===== src/rtl/qpu_ir_buf.sv =====
// Purpose : 2-entry in-order instruction buffer between the IFU and the EXU.
// Latency : 1 cycle; a word pushed into an empty buffer is on o_* right after that edge.
// Backpr. : i_ready = not full, no flush, not in reset; it never looks at o_ready.
//
// Ports
//   clk, rst_n                   rising-edge clock, synchronous active-low reset
//   i_valid / i_ready            IFU -> buffer handshake
//   i_ir, i_pc, i_pc_vld,        instruction fields captured on a push
//   i_rs1idx, i_rs2idx,
//   i_prdt_taken
//   o_valid / o_ready            buffer -> EXU handshake
//   o_ir ... o_prdt_taken        fields of the oldest entry
//   flush_req                    empties the buffer; a concurrent pop still counts
//   occ                          number of stored entries, 0..2
//   disp_cnt                     wrapping count of entries accepted by the EXU
module qpu_ir_buf #(
  parameter int INSTR_W = 32,
  parameter int PC_W    = 32,
  parameter int RFIDX_W = 5
) (
  input  logic               clk,
  input  logic               rst_n,

  input  logic               i_valid,
  output logic               i_ready,
  input  logic [INSTR_W-1:0] i_ir,
  input  logic [PC_W-1:0]    i_pc,
  input  logic               i_pc_vld,
  input  logic [RFIDX_W-1:0] i_rs1idx,
  input  logic [RFIDX_W-1:0] i_rs2idx,
  input  logic               i_prdt_taken,

  output logic               o_valid,
  input  logic               o_ready,
  output logic [INSTR_W-1:0] o_ir,
  output logic [PC_W-1:0]    o_pc,
  output logic               o_pc_vld,
  output logic [RFIDX_W-1:0] o_rs1idx,
  output logic [RFIDX_W-1:0] o_rs2idx,
  output logic               o_prdt_taken,

  input  logic               flush_req,
  output logic [1:0]         occ,
  output logic [15:0]        disp_cnt
);

  // One buffered instruction, kept as a single packed word.
  typedef struct packed {
    logic [INSTR_W-1:0] ir;
    logic [PC_W-1:0]    pc;
    logic               pc_vld;
    logic [RFIDX_W-1:0] rs1idx;
    logic [RFIDX_W-1:0] rs2idx;
    logic               prdt_taken;
  } ir_entry_t;

  ir_entry_t   r_mem [2];
  logic        r_wptr;
  logic        r_rptr;
  logic [1:0]  r_occ;
  logic [15:0] r_disp_cnt;

  ir_entry_t   w_in_entry;
  ir_entry_t   w_head;
  logic        w_full;
  logic        w_empty;
  logic        w_i_ready;
  logic        w_push;
  logic        w_pop;

  assign w_full  = (r_occ == 2'd2);
  assign w_empty = (r_occ == 2'd0);

  // Ready is derived only from local state and the flush/reset inputs, so the
  // EXU's o_ready never ripples combinationally back to the IFU.
  assign w_i_ready = !w_full && !flush_req && rst_n;
  assign w_push    = i_valid && w_i_ready;
  assign w_pop     = !w_empty && o_ready;

  always_comb begin
    w_in_entry            = '0;
    w_in_entry.ir         = i_ir;
    w_in_entry.pc         = i_pc;
    w_in_entry.pc_vld     = i_pc_vld;
    w_in_entry.rs1idx     = i_rs1idx;
    w_in_entry.rs2idx     = i_rs2idx;
    w_in_entry.prdt_taken = i_prdt_taken;
  end

  always_ff @(posedge clk) begin
    if (!rst_n) begin
      // Storage is cleared too so the head fields read as zero after reset.
      r_mem[0]   <= '0;
      r_mem[1]   <= '0;
      r_wptr     <= 1'b0;
      r_rptr     <= 1'b0;
      r_occ      <= 2'd0;
      r_disp_cnt <= 16'd0;
    end else begin
      // The EXU took the head even if a flush lands on the same edge.
      if (w_pop) begin
        r_disp_cnt <= r_disp_cnt + 16'd1;
      end

      if (flush_req) begin
        r_wptr <= 1'b0;
        r_rptr <= 1'b0;
        r_occ  <= 2'd0;
      end else begin
        if (w_push) begin
          r_mem[r_wptr] <= w_in_entry;
          r_wptr        <= ~r_wptr;
        end
        if (w_pop) begin
          r_rptr <= ~r_rptr;
        end
        case ({w_push, w_pop})
          2'b10:   r_occ <= r_occ + 2'd1;
          2'b01:   r_occ <= r_occ - 2'd1;
          default: r_occ <= r_occ;
        endcase
      end
    end
  end

  assign w_head = r_mem[r_rptr];

  assign i_ready      = w_i_ready;
  assign o_valid      = !w_empty;
  assign o_ir         = w_head.ir;
  assign o_pc         = w_head.pc;
  assign o_pc_vld     = w_head.pc_vld;
  assign o_rs1idx     = w_head.rs1idx;
  assign o_rs2idx     = w_head.rs2idx;
  assign o_prdt_taken = w_head.prdt_taken;
  assign occ          = r_occ;
  assign disp_cnt     = r_disp_cnt;

  // Occupancy encoding 3 is unreachable; full/empty must never coexist with
  // a push/pop respectively.
  a_occ_range : assert property (@(posedge clk) disable iff (!rst_n) r_occ != 2'd3);
  a_no_push_full : assert property (@(posedge clk) disable iff (!rst_n) !(w_push && w_full));
  a_no_pop_empty : assert property (@(posedge clk) disable iff (!rst_n) !(w_pop && w_empty));

endmodule

===== config.mk =====
export PLATFORM = sky130hd
export DESIGN_NAME = qpu_ir_buf
export DESIGN_NICKNAME = d
export VERILOG_FILES = /design/src/rtl/qpu_ir_buf.sv
export SDC_FILE = /design/constraint.sdc
export NUM_CORES = 1
export LEC_CHECK = 0
export CAP_MARGIN = 15
export CORE_MARGIN = 1.5
export CORE_UTILIZATION = 45
export DETAILED_ROUTE_END_ITERATION = 7
export PLACE_DENSITY = 0.74
export SLEW_MARGIN = 5
export SYNTH_ARGS = -nofsm -noshare
export SYNTH_HDL_FRONTEND = slang
export SYNTH_SLANG_ARGS = --single-unit

===== constraint.sdc =====
create_clock -name clk -period 8.6 [get_ports clk]
set_input_delay 1.72 -clock clk [delete_from_list [all_inputs] [get_ports clk]]
set_output_delay 1.72 -clock clk [all_outputs]
set_load 0.02 [all_outputs]

==> reports/metrics.yaml, run 1 <==
run_status:
  outcome: "finished clean"
cts:
  clk_path_buf_depth: 2
  cts_buffers: 17
  clk_latency_ps: 420
  ctsResizeCount: 0
  cts_tree: "yes"
  h-tree-depth: 4
  clk_pin_slew_worst_paths_ps: 60
  postCtsHoldBufs: 0
  post_cts_buffers: 0
  clock_sinks: 173
  clock_tree.root_cell: "clkbuf_16"
place:
  port_buffers: 176
  dp_hpwl_um: 9610
  gp_congestion: 0.768
  dp.cells: 885
global_route:
  grt_pass1_wl_um: 25100
  antenna_found_initial: 0
  grt.busiest_layer: "met2"
  grt_max_degree: 77
  met1_usage_pct: 22.1
  grt_usage_pct: 18.6
  use_met2_pct: 31.9
  grt_pass1_vias: 4975
  grt_overflow: 0
  met3_usage_pct: 5.02
synthesis:
  yosys_warnings: 0
  yosys-top-cells-area: "edfxtp_1 60%, and2_1 13%, mux2_2 11%, dfxtp_1 5.6%, buf_6 1.5%"
  ys_types: 38
  synth.top_cell.area_share_pct: 60.5
  syn_inst: 512
  netlist_area_um2: 7550
  synth_seq_cells: 173
  syn_avg_cell_area_um2: 14.7
  ys_seq_area_share_pct: 66.0
  synth_top_area_cell: "edfxtp_1"
  synth_fp_nets: 595
power:
  report.power.total_uw: 1910
  p_int_uw: 1500
  p_leak_uw: 0.00372
  p_clk_share_pct: 40.5
  switchingPower_uw: 408
  swShare_pct: 21.4
  vdd_drop_max_mv: 0.130
  power_density_nw_per_um2: 190
  pwr-share-seq_pct: 50.3
  pwr-share-comb_pct: 9.2
timing:
  fin_crit_sh_pct: 59.7
  skew_ps: 5.63
  max_freq_ghz: 0.195
  hold_ws_ps: 525
  min_period_ps: 5130
  setup_violations: 0
  finalSetupTns_ps: 0
  worst_pin_slew_ps: 1110
  rsz0062_at_grt: "false"
  hold_viol: 0
  relSlewSlack_pct: 26.2
  maxSlewViolCount: 0
routing:
  drt_iter0_drc: 236
  drt-total-wl_um: 15700
  route.detailed.drc: 0
  vias: 4524
  drtPass1Iterations: 4
  vias_per_cell: 4.93
  ant_nets: 0
  wl_per_cell_um: 17.1
worst_setup_path:
  critPathLaunchType: "input pin"
  crit_path_cell_trace: "clkdlybuf4s50_1 > nand2b_1 > a21oi_1 > clkdlybuf4s50_1"
  cpPeakStageDelay_ps: 660
  crit_slowest_cell: "clkdlybuf4s50_1"
  critical_path_peak_fanout: 7
  rr_endpoint: "r_mem[0][4]"
  crit_path_frequent_cell: "clkdlybuf4s50_1"
  critPathArrivalTime_ps: 3410
  reg2reg_setup_slack_ps: 6210
  r2r_cells: 4
  path_delay_family: "buffers and inverters"
  required_ps: 6880
  critPathBufInv: 2
  r2r_start: "occ[0]"
  cp-end-kind: "primary output"
  critPathKind: "in -> out"
floorplanning:
  coreArea_um2: 16500
  start_util_pct: 45.9
  dieArea_um2: 17600
  io_pins: 177
  rows: 47
  chipHeight_um: 133
  dieWidth_um: 133
final_layout:
  layout.cells.non_filler: 917
  drive_above_1_share_pct: 17.5
  diodes: 0
  syn_to_final_growth_pct: 33.1
  nNetsFinal: 767
min_path:
  worstHoldStart: "disp_cnt[14]"
  holdPathStages: 2
  hp-class: "reg -> reg"
  min_to: "disp_cnt[14]"
job:
  cap_violations: 0
[cell families after synthesis]
| family | Yosys count | synth area share (%) |
|---|---|---|
| AND/OR/NAND/NOR | 197 | 16.2 |
| flip-flops | 173 | 66.0 |
| multiplexers | 77 | 11.5 |
| buffers and inverters | 33 | 2.87 |
| AO/OA/AOI/OAI | 15 | 1.39 |
| XOR/XNOR | 15 | 1.74 |
| adder cells (fa/ha/maj) | 2 | 0.331 |
[registers in the layout, summed over array words and instances (netlist names), named ones only]
name,cells
disp_cnt,16
occ,2
r_mem,152
r_rptr,1
r_wptr,1
[cell usage in the layout, fill, tap and decap left out, drive strengths merged, types with 2 or more instances in the layout]
cell type and count:
and4 2, ha 2, clkinv 7, xnor2 4, bufinv 3, buf 4
clkdlybuf4s50 176, dfxtp 21, clkinvlp 2, a21oi 5, mux2 76, edfxtp 152
inv 8, nand4 6, and2 154, clkbuf 18, nand2 5, nor2 18
o21ai 5, xor2 11, nand3 4, or3 3
[synthesized netlist by cell type]
| master | number |
|---|---|
| and2_1 | 154 |
| edfxtp_1 | 152 |
| mux2_2 | 76 |
| dfxtp_1 | 21 |
| nor2_1 | 16 |
| xor2_1 | 11 |
| buf_6 | 10 |
| clkbuf_2 | 7 |
| a21oi_1 | 5 |
| inv_1 | 5 |
| nand2_1 | 5 |
| nand4_1 | 5 |
| o21ai_0 | 5 |
| buf_2 | 4 |
| xnor2_1 | 4 |
| buf_1 | 3 |
| nand3_1 | 3 |
| or3_1 | 3 |
| clkbuf_1 | 2 |
| ha_1 | 2 |
| nor2_4 | 2 |
| a211o_4 | 1 |
| and3_1 | 1 |
| and4_1 | 1 |
| and4_4 | 1 |
| clkbuf_4 | 1 |
| inv_2 | 1 |
| mux2i_1 | 1 |
| nand2b_1 | 1 |
| nand3_4 | 1 |
| nand4_4 | 1 |
| nor4_1 | 1 |
| o2111a_2 | 1 |
| o211a_1 | 1 |
| o21bai_1 | 1 |
| o31ai_1 | 1 |
| or2_2 | 1 |
| or4_1 | 1 |
[layer usage]
metal	vias up	part of all wire [%]
li1	2155	-
met1	2207	42
met2	139	49
met3	23	6.6
met4	0	2.2
met5	-	0
[worst min-delay path, cell delays in order (launching register included)]
cell     delay [ps]
dfxtp_1         330
o21ai_0          90
a21oi_1          60
[power by group through the flow]
stage                     combinational (µW)  clock, µW  sequential (µW)
after CTS                                179        788              960
final                                    176        772              959
after floorplan                         81.5          0              981
after detailed placement                 177          0              978
after global routing                     188        816              963
after global placement                   176          0              975
[worst max path at each step]
stage / to / from / cells after the start / slack [ps]
after floorplan: r_mem[0][0] / flush_req / 3 / 350
after global placement: i_ready / rst_n / 4 / 3500
after detailed placement: i_ready / rst_n / 4 / 3470
after CTS: i_ready / rst_n / 4 / 3470
after global routing: i_ready / rst_n / 4 / 3370
final: i_ready / rst_n / 4 / 3470
[cell type report]
| type | count | area (µm²) |
|---|---|---|
| Timing Repair Buffer | 180 | 1790 |
| Sequential cell | 173 | 4990 |
| Multi-Input combinational cell | 306 | 2370 |
| Clock inverter | 14 | 168 |
| Clock buffer | 18 | 429 |
| Fill cell | 1272 | 6420 |
| Inverter | 6 | 22.5 |
| Tap cell | 220 | 275 |
[stage by stage]
stage / util [%] / worst slack [ps] / cell area [µm²]
6_report: 61.0 / 3470 / 10000
5_1_grt: 61.0 / 3370 / 10000
4_1_cts: 61.0 / 3470 / 10000
3_5_place_dp: 57.4 / 3470 / 9450
3_3_place_gp: 57.4 / 3500 / 9450
2_1_floorplan: - / 351 / 7550
No activity file was read; power rests on OpenSTA's default activity.
==> run 2: changes to the inputs <==
clock period = 4.6 ns   (was 8.6 ns; I/O delays follow)
==> run 2 against run 1 <==
Sequential cell count is the same. Final area is essentially flat. Setup slack lost 2500 ps. Total power grew 83%. Core utilization grew 0.053 points. Routed wire length shrank 1.7%. Sequential power grew 87%. Register-to-register slack lost 3700 ps. Critical path depth is the same. Global-route usage shrank 0.21 points. Largest power group unchanged. Hold slack lost 14 ps. Sequential share of layout area is essentially flat.
==> reports/metrics.yaml, run 2 (synthesized netlist as in run 1, its figures left out) <==
worst_setup_path:
  critPathArrivalTime_ps: 2720
  required_ps: 3680
  r2r_cells: 5
  critical_path_peak_fanout: 7
  rr_endpoint: "r_mem[1][60]"
  cp-startpoint: "rst_n"
  cpPeakStageDelay_ps: 670
  r2r_start: "occ[0]"
  reg2reg_setup_slack_ps: 2520
  critPathKind: "in -> out"
  crit_slowest_cell: "clkdlybuf4s50_1"
  crit_end: "i_ready"
  crit_path_frequent_cell: "clkdlybuf4s50_1"
  crit_path_cell_trace: "clkdlybuf4s50_1 > nand2b_1 > a21oi_1 > clkdlybuf4s50_1"
  cp-end-kind: "primary output"
  critPathLaunchType: "input pin"
timing:
  maxSlewViolCount: 0
  max_freq_ghz: 0.275
  rsz0062_at_grt: "false"
  hold_ws_ps: 512
  hold_viol: 0
  min_period_ps: 3640
  finalSetupTns_ps: 0
  skew_ps: 6.46
  worst_pin_slew_ps: 1070
  fin_crit_sh_pct: 79.2
  relSlewSlack_pct: 28.4
  setup_violations: 0
cts:
  clk_pin_slew_worst_paths_ps: 60
  clk_latency_ps: 410
  clk_path_buf_depth: 2
  h-tree-depth: 4
  clock_tree.root_cell: "clkbuf_16"
  cts_tree: "yes"
  post_cts_buffers: 0
  cts_buffers: 17
  ctsResizeCount: 0
  clock_sinks: 173
  postCtsHoldBufs: 0
global_route:
  antenna_found_initial: 0
  grt_max_degree: 77
  grt_pass1_wl_um: 24900
  grt_pass1_vias: 4957
  grt_usage_pct: 18.4
  grt_overflow: 0
floorplanning:
  dieWidth_um: 133
  chipHeight_um: 133
  io_pins: 177
  coreArea_um2: 16500
  dieArea_um2: 17600
  rows: 47
  start_util_pct: 45.9
power:
  p_leak_uw: 0.00371
  report.power.total_uw: 3490
  p_clk_share_pct: 39.0
  p_int_uw: 2750
  swShare_pct: 21.3
  pwr-share-seq_pct: 51.4
  switchingPower_uw: 744
  pwr-share-comb_pct: 9.6
  power_density_nw_per_um2: 347
  vdd_drop_max_mv: 0.299
final_layout:
  final_util_pct: 61.1
  final_common_cell: "clkdlybuf4s50_1"
  syn_to_final_growth_pct: 33.2
  drive_above_1_share_pct: 16.8
  diodes: 0
  nNetsFinal: 767
  largest_register: "r_mem"
  final_cell_mix: "176 x clkdlybuf4s50_1, 154 x and2_1, 152 x edfxtp_1"
  largest_register_ffs: 152
  post-route-cell-area_um2: 10100
routing:
  route.detailed.drc: 0
  vias: 4647
  ant_nets: 0
  drtPass1Iterations: 4
  vias_per_cell: 5.07
  drt_iter0_drc: 219
  wl_per_cell_um: 16.9
  drt-total-wl_um: 15500
place:
  dp_hpwl_um: 9530
  port_buffers: 176
  gp_congestion: 0.808
  postPlaceCellArea_um2: 9500
run_status:
  outcome: "finished clean"
job:
  cap_violations: 0
min_path:
  hp-class: "reg -> reg"
  holdPathStages: 2
[run 2: changes by cell type in the layout (fill, tap and decap cells not counted), sizes merged]
cell	change
clkbuf	+1
clkinv	+1
bufinv	-1
clkinvlp	-1
[run 2: how the worst min path moves through the flow]
stage,startpoint,end
3_3_place_gp,disp_cnt[15],disp_cnt[15]
5_1_grt,disp_cnt[15],disp_cnt[15]
4_1_cts,disp_cnt[15],disp_cnt[15]
3_5_place_dp,disp_cnt[15],disp_cnt[15]
6_report,r_rptr,r_rptr
2_1_floorplan,r_rptr,flop
[run 2: cell type report]
cell class / instances / area (µm²)
Clock inverter: 13 / 123
Multi-Input combinational cell: 306 / 2370
Tap cell: 220 / 275
Sequential cell: 173 / 4990
Inverter: 6 / 22.5
Timing Repair Buffer: 180 / 1840
Clock buffer: 19 / 433
Fill cell: 1255 / 6410
[run 2: routing by layer]
layer	part of all wire, %	up-vias	track usage [%]
met3	6.5	11	5.94
li1	-	2159	-
met1	43	2315	22.1
met2	50	162	31.6
met5	0	-	0
met4	1.0	0	5.43
[run 2: critical path: cells and delay by family]
| kind | cells | cell delay (ps) |
|---|---|---|
| buffers and inverters | 2 | 1320 |
| AND/OR/NAND/NOR | 1 | 250 |
| AO/OA/AOI/OAI | 1 | 230 |
[run 2: per-stage QoR]
step	instances	worst slack (ps)
floorplan	512	-793
global placement	885	1070
detailed placement	885	997
CTS	917	978
global route	917	903
finish	917	958
[run 2: power groups by stage]
stage / logic, µW / registers, µW / clock network [µW]
after global routing: 356 / 1800 / 1450
after CTS: 339 / 1790 / 1390
after floorplan: 153 / 1830 / 0
after global placement: 333 / 1820 / 0
final: 335 / 1790 / 1360
after detailed placement: 337 / 1830 / 0
